**src/rtl/imem_boot_loader_pkg.sv**
```systemverilog
// Shared types and constants for the instruction-memory boot loader.
package imem_boot_loader_pkg;

  typedef enum logic [2:0] {
    LEN_HI,
    LEN_LO,
    DATA,
    CSUM,
    DONE,
    ERROR
  } state_t;

  localparam int unsigned DEFAULT_MAX_WORDS = 256;
  localparam int unsigned BYTES_PER_WORD    = 4;

endpackage

```
**src/rtl/imem_boot_loader_assembler.sv**
```systemverilog
// Big-endian byte-to-word assembler with running XOR checksum of payload bytes.
module boot_word_assembler
  import imem_boot_loader_pkg::*;
(
  input  logic        clock,
  input  logic        reset,
  input  logic        clear,
  input  logic        load,
  input  logic [7:0]  data,
  output logic [31:0] word,
  output logic [7:0]  checksum,
  output logic        word_complete
);

  localparam logic [1:0] LAST_BYTE = 2'(BYTES_PER_WORD - 1);

  logic [23:0] shift;
  logic [1:0]  byte_count;

  // The completed word includes the byte being accepted this cycle.
  assign word          = {shift, data};
  assign word_complete = load && (byte_count == LAST_BYTE);

  always_ff @(posedge clock or posedge reset) begin
    if (reset) begin
      shift      <= '0;
      byte_count <= '0;
      checksum   <= '0;
    end else if (clear) begin
      shift      <= '0;
      byte_count <= '0;
      checksum   <= '0;
    end else if (load) begin
      shift      <= {shift[15:0], data};
      byte_count <= byte_count + 2'd1;
      checksum   <= checksum ^ data;
    end
  end

endmodule

```
**src/rtl/imem_boot_loader.sv**
```systemverilog
// Streams a length-prefixed, XOR-checksummed image into instruction memory and
// holds the core in reset until the image is verified.
module imem_boot_loader
  import imem_boot_loader_pkg::*;
#(
  parameter int unsigned MAX_WORDS = DEFAULT_MAX_WORDS,
  parameter int unsigned ADDR_W    = 32
) (
  input  logic              clock,
  input  logic              reset,
  input  logic              in_valid,
  input  logic [7:0]        in_data,
  output logic              in_ready,
  input  logic              restart,
  output logic              imem_we,
  output logic [ADDR_W-1:0] imem_addr,
  output logic [31:0]       imem_wdata,
  output logic              core_reset,
  output logic              done,
  output logic              error,
  output logic [15:0]       words_loaded
);

  localparam logic [16:0] MAX_N = 17'(MAX_WORDS);

  state_t      state, next_state;
  logic        take, asm_load, asm_clear, clear_words, word_complete, last_word;
  logic [31:0] word;
  logic [7:0]  checksum, len_hi;
  logic [15:0] len, len_in;

  assign take      = in_valid && in_ready;
  assign len_in    = {len_hi, in_data};
  assign in_ready  = state inside {LEN_HI, LEN_LO, DATA, CSUM};
  assign done      = (state == DONE);
  assign error     = (state == ERROR);
  // Completions are >=4 cycles apart, so words_loaded is already current here.
  assign last_word = (words_loaded + 16'd1) == len;

  boot_word_assembler u_asm (
    .clock         (clock),
    .reset         (reset),
    .clear         (asm_clear),
    .load          (asm_load),
    .data          (in_data),
    .word          (word),
    .checksum      (checksum),
    .word_complete (word_complete)
  );

  always_ff @(posedge clock or posedge reset) begin
    if (reset) state <= LEN_HI;
    else       state <= next_state;
  end

  always_comb begin
    next_state  = state;
    asm_load    = 1'b0;
    asm_clear   = 1'b0;
    clear_words = 1'b0;
    unique case (state)
      LEN_HI: if (take) next_state = LEN_LO;
      LEN_LO: if (take) begin
        asm_clear = 1'b1;
        if ({1'b0, len_in} > MAX_N) next_state = ERROR;
        else if (len_in == '0)      next_state = CSUM;
        else                        next_state = DATA;
      end
      DATA: if (take) begin
        asm_load = 1'b1;
        if (word_complete && last_word) next_state = CSUM;
      end
      CSUM: if (take) next_state = (in_data == checksum) ? DONE : ERROR;
      DONE, ERROR: if (restart) begin
        next_state  = LEN_HI;
        asm_clear   = 1'b1;
        clear_words = 1'b1;
      end
      default: next_state = LEN_HI;
    endcase
  end

  always_ff @(posedge clock or posedge reset) begin
    if (reset) begin
      len_hi       <= '0;
      len          <= '0;
      imem_we      <= 1'b0;
      imem_addr    <= '0;
      imem_wdata   <= '0;
      words_loaded <= '0;
      core_reset   <= 1'b1;
    end else begin
      if (state == LEN_HI && take) len_hi <= in_data;
      if (state == LEN_LO && take) len    <= len_in;
      imem_we <= word_complete;
      if (word_complete) begin
        imem_wdata <= word;
        imem_addr  <= ADDR_W'(words_loaded) * ADDR_W'(BYTES_PER_WORD);
      end
      if (clear_words)  words_loaded <= '0;
      else if (imem_we) words_loaded <= words_loaded + 16'd1;
      core_reset <= (state != DONE);
    end
  end

endmodule

```
**config.mk**
```make
export PLATFORM = sky130hd
export DESIGN_NAME = imem_boot_loader
export DESIGN_NICKNAME = d
export VERILOG_FILES = /design/src/rtl/imem_boot_loader_pkg.sv /design/src/rtl/imem_boot_loader_assembler.sv /design/src/rtl/imem_boot_loader.sv
export SDC_FILE = /design/constraint.sdc
export NUM_CORES = 1
export LEC_CHECK = 0
export ABC_AREA = 1
export BUFFER_PORTS_ARGS = -buffer_cell sky130_fd_sc_hd__buf_2
export CAP_MARGIN = 20
export CORE_MARGIN = 3
export CORE_UTILIZATION = 51
export DETAILED_ROUTE_END_ITERATION = 7
export MAX_ROUTING_LAYER = met4
export PLACE_DENSITY = 0.76
export SLEW_MARGIN = 20
export SYNTH_ARGS = -nofsm -noshare
export SYNTH_HDL_FRONTEND = slang
export SYNTH_SLANG_ARGS = --single-unit
```
**constraint.sdc**
```tcl
create_clock -name clock -period 4 [get_ports clock]
set_input_delay 0.6 -clock clock [delete_from_list [all_inputs] [get_ports clock]]
set_output_delay 0.6 -clock clock [all_outputs]
set_load 0.05 [all_outputs]
```
## After elaboration in Yosys (flattened, before gate mapping)

Index checks and enable logic that the tools add are counted.

- Flip-flop bits (word level): 127
- Input port bits: 12
- Word-level logic and storage cells: 65

- Add/subtract/negate cells: 2
- Order comparisons: 1
- Eq/ne operators: 15
- Muxes and demuxes: 23
- Bitwise gates (word level): 1
- Reductions and logical operators: 12

Operator list:

| operator | number |
|---|---|
| $mux W24 | 2 |
| $mux W16 | 2 |
| $mux W3 | 7 |
| $add A16 B1 Y16 const B | 1 |
| $eq A16 B16 Y1 | 1 |
| $gt A16 B9 Y1 const B | 1 |
| $logic_not A16 Y1 | 1 |
| $mux W8 | 2 |
| $pmux W3 S5 | 1 |
| $ne A2 B2 Y1 const B | 5 |
| $eq A8 B8 Y1 | 1 |
| $xor A8 B8 Y8 | 1 |
| $eq A3 B2 Y1 const B | 2 |
| $eq A3 B3 Y1 const B | 2 |
| $mux W1 | 6 |
| $reduce_and A6 Y1 | 1 |
| $logic_and A1 B1 Y1 | 5 |
| $mux W2 | 2 |
| $reduce_bool A2 Y1 | 2 |
| $reduce_bool A4 Y1 | 1 |
| $eq A3 B1 Y1 const B | 1 |
| $logic_not A3 Y1 | 1 |
| $ne A3 B3 Y1 const B | 1 |
| $add A2 B1 Y2 const B | 1 |
| other kinds (4) | 4 |

## Depth between registers and ports, before layout

Gate-level depths: netlist of run 1.

- Depth in word-level cells: 10
- Depth in mapped cells: 14

## Modules after synthesis

Synthesis of run 1 repeated with hierarchy kept, for this count alone.

- Cell total of the unflattened synthesis: 721
- Area total of the unflattened synthesis: 5,945.7 µm²

Modules (own cells, without submodules):

| module | instances | cells an instance | area an instance (µm²) |
|---|---|---|---|
| imem_boot_loader | 1 | 562 | 4,479.3 |
| boot_word_assembler | 1 | 159 | 1,466.4 |

## Worst setup path after synthesis of run 1

No wires, ideal clock.

- Kind: register -> register
- From: register words_loaded[0]
- To: register state[1]
- Library setup time: 0.121 ns
- Data arrival time: 2.016 ns
- Setup slack: 1.863 ns
- Cell stages (with the launch flop): 13
- Path buffers: 0
- Period minus slack after synthesis: 2.137 ns
- Cell sequence: dfrtp_1 > ha_1 > nand2_2 > nor2_8 > nand2_2 > nand3b_1 > nand2_1 > nor2_1 > nand3_1 > nor2_1 > nand3_1 > a21oi_1 > nand2_1

- Longest elaborated chain between the ends: 5

Ends and longest elaborated chain:

| element | line | source |
|---|---|---|
| start: declaration | imem_boot_loader.sv:21 | `output logic [15:0] words_loaded` |
| start signal: assignment | imem_boot_loader.sv:101 | `else if (imem_we) words_loaded <= words_loaded + 16'd1;` |
| $add A16 B1 Y16 | imem_boot_loader.sv:38 | `assign last_word = (words_loaded + 16'd1) == len;` |
| $eq A16 B16 Y1 | imem_boot_loader.sv:38 |  |
| $logic_and A1 B1 Y1 | imem_boot_loader.sv:71 | `if (word_complete && last_word) next_state = CSUM;` |
| $ne A2 B1 Y1 (no line) | - |  |
| $reduce_and A6 Y1 (no line) | - |  |
| end signal: assignment | imem_boot_loader.sv:53 | `else state <= next_state;` |
| end: declaration | imem_boot_loader.sv:26 | `state_t state, next_state;` |

No other way between the ends.
A chain may end at the register's enable or synchronous reset.

## Worst setup path in the final report of run 1

- From: register state[0]
- To: register u_asm.shift[18]

- Longest elaborated chain between the ends: 6

Ends and longest elaborated chain:

| element | line | source |
|---|---|---|
| $eq A3 B1 Y1 (tied with other cells) | imem_boot_loader.sv:34, imem_boot_loader.sv:61 |  |
| $reduce_bool A4 Y1 | imem_boot_loader.sv:34 | `assign in_ready = state inside {LEN_HI, LEN_LO, DATA, CSUM};` |
| $logic_and A1 B1 Y1 | imem_boot_loader.sv:32 | `assign take = in_valid && in_ready;` |
| $mux W1 | imem_boot_loader.sv:63, imem_boot_loader.sv:69 |  |
| $pmux W1 S2 or $mux W1 (tied branches) | imem_boot_loader.sv:61 | `unique case (state)` |
| $mux W24 or $reduce_bool A2 Y1 (tied branches) | - |  |
| end signal: assignment | imem_boot_loader_assembler.sv:34 | `shift <= {shift[15:0], data};` |
| end: declaration | imem_boot_loader_assembler.sv:17 | `logic [23:0] shift;` |

Several ways; a longest one is shown, not always the timed one.

==> results of run 1 <==
==> power by group <==
part,internal (mW),switching (mW)
sequential,1.47,0.136
clock,0.940,0.627
combinational,0.258,0.619
==> final timing paths <==
| path | start | end | slack [ns] | cells after the start |
|---|---|---|---|---|
| worst max-delay path | state[0] | u_asm.shift[18] | 1.63 | 9 |
| worst min-delay path | reset | imem_addr[5] | 0.38 | 2 |
| worst max register to register | state[0] | u_asm.shift[18] | 1.63 | 9 |
| worst min register to register | imem_addr[14] | imem_addr[14] | 0.48 | 2 |
| max in group asynchronous | reset | core_reset | 2.77 | 3 |
| min in group clock | in_data[7] | len[7] | 0.47 | 3 |
==> layout by cell type, fill, tap and decap left out, types with 2 or more instances in the layout <==
cell          n
clkinvlp_4    2
ha_1          2
nor2_1       29
xnor2_1       4
conb_1       16
nand3b_1      4
nand2_2       8
buf_2        80
bufinv_16     2
dfrtp_1     126
nand3_1      58
nor2_4        5
inv_8         3
nand3_2       2
nor2_2        2
o22ai_1      39
xor2_1        5
nand2_1     185
a21oi_1       2
inv_2         6
o21ai_0      82
nand4_1      12
nor2_8        2
clkinv_4      2
o21ai_2       2
inv_1        84
inv_6         5
clkbuf_16    17
nor3_1        2
==> flip-flops by register name, summed over array words and instances, names as in the netlist <==
signal	cells
len_hi	8
u_asm.checksum	8
imem_we	1
u_asm.shift	24
imem_wdata	32
state	3
u_asm.byte_count	2
words_loaded	16
imem_addr	16
len	16
core_reset	1
==> cell type report <==
cell class,count,area [µm²]
fillers,923,4100
flip-flops and latches,127,3180
multi-input cells,466,2300
repair buffers,82,428
clock buffers,17,425
inverters,91,344
clock inverters,15,175
well taps,140,175
==> cells by family after synthesis <==
family / count (synthesis) / share of synthesized area (%)
flops: 127 / 53.2
xor+xnor: 10 / 1.69
simple gates: 313 / 23.9
compound gates: 125 / 11.4
fa+ha+maj: 2 / 0.418
other cells: 1 / 0.0627
buf+inv: 130 / 9.37
==> routing by layer <==
metal	part of all wire, %	vias to the layer above
li1	-	2433
met1	45	2375
met2	48	184
met3	5.7	24
met4	1.4	0
met5	0	-
==> critical path: cells and delay by family (launching register included) <==
| kind | cells | cell delay, ns |
|---|---|---|
| DFF | 1 | 0.42 |
| AOI/OAI and AO/OA | 1 | 0.16 |
| buffers and inverters | 3 | 0.25 |
| and+or+nand+nor | 5 | 1.38 |
==> per-stage QoR <==
stage	cells	area (µm²)
after global placement	906	6420
final	938	7020
after CTS	938	7020
after detailed placement	906	6420
after global routing	938	7020
after floorplan	723	6040
==> cells in the mapped netlist (all sizes together) <==
library cell,instances,area [µm²]
nor4,1,6.26
nand3,61,328
conb,1,3.75
o22ai,39,244
nand4,12,75.1
o21ai,84,428
or2,1,6.26
xnor3,1,22.5
nor2,38,218
nand2,194,756
buf,27,174
xnor2,4,35.0
dfstp,1,26.3
a21oi,2,10.0
nor3,2,10.0
clkbuf,12,45.0
dfrtp,126,3150
inv,91,342
nand3b,4,30.0
ha,2,25.0
xor2,5,43.8
==> impl_metrics.env, run 1 <==
export IMPL_fin_util_pct=63.1
export IMPL_ys_types=32
export IMPL_layout_min_cycle_time_ns=2.37
export IMPL_grtUsageMet3_pct=5.23
export IMPL_rsz0062_at_grt="false"
export IMPL_rows=38
export IMPL_grt_overflow_total=0
export IMPL_cts_buffers_inserted=17
export IMPL_met2_usage_pct=37.2
export IMPL_synth_cells=708
export IMPL_slowest_delay_ns=0.44
export IMPL_die_area_um2=13100
export IMPL_grt_max_degree=74
export IMPL_wl_um=14200
export IMPL_required_ns=4.26
export IMPL_worstPathMaxFanout=27
export IMPL_wire_per_inst_um=15.2
export IMPL_hold_buffers=0
export IMPL_period_share_pct=59.2
export IMPL_dr_pass1_iters=5
export IMPL_routabilityCongestion=0.887
export IMPL_avgSynthCellArea_um2=8.45
export IMPL_first_iter_violations=462
export IMPL_n_antenna_cell=0
export IMPL_ir_drop_mv=0.337
export IMPL_worstPathCellList="inv_2 -> nor2_1 -> inv_1 -> nor2_1 -> inv_1 -> nor2_4 -> nor2_1 -> nand2_2 -> o22ai_1"
export IMPL_hold_worst_slack_ns=0.385
export IMPL_cts_tree="done"
export IMPL_place_hpwl_um=10000
export IMPL_tns_ns=0
export IMPL_ant_nets=0
export IMPL_cts_root_buf="clkbuf_16"
export IMPL_start_util_pct=53.8
export IMPL_vias=5016
export IMPL_core_um2=11100
export IMPL_path_clk_slew_ns=0.07
export IMPL_nets=799
export IMPL_worstSetupPathType="register to register"
export IMPL_grt_total_usage_pct=23.9
export IMPL_p_leak_nw=3.61
export IMPL_fp_dieW_um=114
export IMPL_top_usage_layer="met2"
export IMPL_ys_ff_latch=127
export IMPL_cp_start_kind="register"
export IMPL_yosysSeqAreaShare_pct=53.2
export IMPL_yosysWarnings=0
export IMPL_final_setup_skew_ns=0.00904
export IMPL_hold_class="input pin to asynchronous set/reset pin"
export IMPL_clock_sinks=127
export IMPL_cap_violations=0
export IMPL_timing_final_hold_violations=0
export IMPL_total_power_mw=4.05
export IMPL_cts_max_path_buffers=2
export IMPL_cp_slowest_cell="nand2_2"
export IMPL_cts_setup_buffers=0
export IMPL_timing_fmax_mhz=422
export IMPL_vias_per_cell=5.35
export IMPL_setup_ws_ns=1.63
export IMPL_drc=0
export IMPL_grt_pass1_vias=4964
export IMPL_layout_drive_gt1_share_pct=18.3
export IMPL_met1_usage_pct=31.7
export IMPL_areaGrowthSynthToFinish_pct=17.4
export IMPL_synth_cell_area_um2=5980
export IMPL_power_density_nw_per_um2=576
export IMPL_status="completed"
export IMPL_worst_slew_pin_slew_ns=0.882
export IMPL_io_pins=97
export IMPL_clk_latency_ns=0.41
export IMPL_die_y_um=114
export IMPL_critPathMostFrequentCell="nor2_1"
export IMPL_htreeDepth=4
export IMPL_drv_slew=0
export IMPL_grt_pass1_wl_um=24100
export IMPL_relSlewSlack_pct=41.2
export IMPL_port_buffers=80
export IMPL_arrival_ns=2.63
export IMPL_post_place_ws_ns=1.55
export IMPL_finalSetupViolCount=0
export IMPL_ctsResizeCount=0
export IMPL_antenna_found_initial=0
export IMPL_end_kind="register"
Note: power is estimated with default switching activity, not from simulation.
==> inputs of run 2 (changes only) <==
--- a/config.mk
+++ b/config.mk
@@ -5,14 +5,14 @@
 export SDC_FILE = /design/constraint.sdc
 export NUM_CORES = 1
 export LEC_CHECK = 0
-export ABC_AREA = 1
+export ABC_AREA = 0
 export BUFFER_PORTS_ARGS = -buffer_cell sky130_fd_sc_hd__buf_2
 export CAP_MARGIN = 20
 export CORE_MARGIN = 3
-export CORE_UTILIZATION = 51
+export CORE_UTILIZATION = 55
 export DETAILED_ROUTE_END_ITERATION = 7
 export MAX_ROUTING_LAYER = met4
-export PLACE_DENSITY = 0.76
+export PLACE_DENSITY = 0.78
 export SLEW_MARGIN = 20
 export SYNTH_ARGS = -nofsm -noshare
 export SYNTH_HDL_FRONTEND = slang
==> constraint.sdc (replaced) <==
create_clock -name clock -period 2.4 [get_ports clock]
set_input_delay 0.36 -clock clock [delete_from_list [all_inputs] [get_ports clock]]
set_output_delay 0.36 -clock clock [all_outputs]
set_load 0.05 [all_outputs]
==> run 2 against run 1 <==
Effect of this change: setup slack got worse by 1.5 ns; flip-flop and latch count did not move; synthesized area fell by 2.7%; non-clock buffer count rose by 10; design area fell by 1.6%.
==> impl_metrics.env, run 2 <==
export IMPL_status="completed"
export IMPL_final_setup_skew_ns=0.00537
export IMPL_synth_compound_area_share_pct=4.77
export IMPL_start_util_pct=58.0
export IMPL_vias=4024
export IMPL_placedInstanceArea_um2=6300
export IMPL_timing_fmax_mhz=448
export IMPL_core_um2=10000
export IMPL_cap_violations=0
export IMPL_avgSynthCellArea_um2=11.3
export IMPL_wl_um=12400
export IMPL_worstPathCellList="ha_1 -> and3_1 -> nand4_1 -> a2111oi_0 -> o31ai_1 -> o31ai_1"
export IMPL_tns_ns=0
export IMPL_ir_drop_mv=0.690
export IMPL_synth_edff_count=0
export IMPL_worstSetupPathType="register to register"
export IMPL_synth_adder_area_share_pct=0.430
export IMPL_post_route_cell_area_um2=6910
export IMPL_die_y_um=109
export IMPL_netlist_top_cells_count="dfrtp_1, mux2_2, nand2_1"
export IMPL_vias_per_cell=5.45
export IMPL_yosys_area_top_type="dfrtp_1"
export IMPL_min_to="state[2]"
export IMPL_ys_ff_latch=127
export IMPL_post_place_ws_ns=0.171
export IMPL_final_common_cell="dfrtp_1"
export IMPL_worst_slew_pin_slew_ns=0.856
export IMPL_end_kind="register"
export IMPL_rr_worst_depth=6
export IMPL_areaGrowthSynthToFinish_pct=18.7
export IMPL_ctsResizeCount=0
export IMPL_hold_depth=2
export IMPL_yosysWarnings=0
export IMPL_cts_tree="done"
export IMPL_period_share_pct=93.0
export IMPL_cts_setup_buffers=0
export IMPL_synth_top_flop_cell="dfrtp_1"
export IMPL_wire_per_inst_um=16.8
export IMPL_r2r_start="words_loaded[0]"
export IMPL_hold_worst_slack_ns=0.0800
export IMPL_largest_registers="imem_wdata (32), u_asm.shift (24)"
export IMPL_arrival_ns=2.66
export IMPL_synth_most_common_cell="dfrtp_1"
export IMPL_path_clk_slew_ns=0.06
export IMPL_die_area_um2=11900
export IMPL_hold_class="input pin to register"
export IMPL_critPathMostFrequentCell="o31ai_1"
export IMPL_synth_top_family_by_area="multiplexers"
export IMPL_cp_top_family="compound AO/OA/AOI/OAI gates"
export IMPL_largest_register_ffs=32
export IMPL_grt_overflow_total=0
export IMPL_layout_min_cycle_time_ns=2.23
export IMPL_required_ns=2.83
export IMPL_drv_slew=0
export IMPL_fillCellCount=733
export IMPL_crit_buf_inv=0
export IMPL_synthSimpleGateAreaFrac_pct=12.9
export IMPL_grt_pass1_wl_um=20500
export IMPL_synth_xor_area_share_pct=7.52
export IMPL_antenna_found_initial=0
export IMPL_routabilityCongestion=0.805
export IMPL_worstPathMaxFanout=7
export IMPL_synth_cells=514
export IMPL_met2_usage_pct=34.9
export IMPL_timing_final_hold_violations=0
export IMPL_ant_nets=0
export IMPL_place_hpwl_um=8270
export IMPL_synth_top_area_share_pct=54.2
export IMPL_regArea_um2=3180
export IMPL_synth_cell_area_um2=5820
export IMPL_total_power_mw=6.43
export IMPL_cp_start_kind="register"
export IMPL_nets=606
export IMPL_n_antenna_cell=0
export IMPL_grt_max_degree=65
export IMPL_grt_total_usage_pct=23.3
export IMPL_grt_pass1_vias=4001
export IMPL_io_pins=97
export IMPL_relSlewSlack_pct=43.0
export IMPL_r2r_end="state[0]"
export IMPL_clk_latency_ns=0.52
export IMPL_rows=36
export IMPL_port_buffers=80
export IMPL_cts_root_buf="clkbuf_8"
export IMPL_min_delay_start="restart"
export IMPL_slowest_delay_ns=0.49
export IMPL_layout_common_cells="dfrtp_1, buf_2, mux2_2"
export IMPL_drc=0
export IMPL_layout_drive_gt1_share_pct=34.4
export IMPL_grtUsageMet3_pct=4.38
export IMPL_met1_usage_pct=31.9
export IMPL_cts_buffers_inserted=17
export IMPL_reg2reg_slack_ns=0.17
export IMPL_yosysSeqAreaShare_pct=54.6
export IMPL_finalSetupViolCount=0
export IMPL_ys_async_sr_fraction_pct=100
export IMPL_max_flop_register="imem_wdata"
export IMPL_setup_ws_ns=0.168
export IMPL_dr_pass1_iters=4
export IMPL_power_density_nw_per_um2=931
export IMPL_fp_dieW_um=109
export IMPL_cts_max_path_buffers=2
export IMPL_top_usage_layer="met2"
export IMPL_cp_slowest_cell="dfrtp_1"
export IMPL_synth_area_leaders="dfrtp_1, mux2_2, xor2_1"
export IMPL_hold_buffers=1
export IMPL_p_leak_nw=3.49
export IMPL_rsz0062_at_grt="false"
export IMPL_clock_sinks=127
export IMPL_multi_input_area_um2=2400
export IMPL_htreeDepth=4
export IMPL_first_iter_violations=221
export IMPL_muxShareOfSynthArea_pct=14.6
export IMPL_startpoint="words_loaded[0]"
export IMPL_ys_types=46
-- run 2: final cells by class --
type                    count  area share [%]
flip-flops and latches    127            46.0
clock inverters            15            2.64
clock buffers              17            5.99
repair buffers             92            7.68
well taps                 133            2.41
inverters                   8           0.489
multi-input cells         346            34.8
-- run 2: routing by layer --
metal | share of wire (%) | vias up
met5 | 0 | -
met4 | 1.3 | 0
met3 | 5.2 | 14
met2 | 48 | 127
met1 | 45 | 2007
li1 | - | 1876
-- run 2: kinds of logic (layout without fill, tap and decap cells) --
kind of cell / after synthesis / after routing
AND/OR/NAND/NOR: 156 / 156
flip-flops: 127 / 127
multiplexers: 76 / 76
XOR/XNOR: 50 / 50
AO/OA/AOI/OAI: 46 / 46
buffers and inverters: 56 / 132
other: 1 / 16
adder cells (fa/ha/maj): 2 / 2
-- run 2: worst max-delay path by stage --
stage | end | slack [ns] | cells past startpoint
3_5_place_dp | state[0] | 0.17 | 6
5_1_grt | state[0] | 0.03 | 6
3_3_place_gp | state[0] | 0.33 | 6
4_1_cts | state[0] | 0.16 | 6
6_report | state[0] | 0.17 | 6
2_1_floorplan | state[0] | 0.04 | 7
-- run 2: power breakdown --
part           internal (mW)  switching (mW)  leakage, nW
logic                  0.529           0.701         1.48
registers               2.39           0.253         1.72
clock network           1.60           0.967        0.294
total                   4.51            1.92         3.49
-- run 2: per-stage QoR --
stage          utilization [%]  instances
5_1_grt                   68.8        738
3_3_place_gp              62.8        705
4_1_cts                   68.8        738
6_report                  68.8        738
3_5_place_dp              62.8        705
2_1_floorplan                -        529
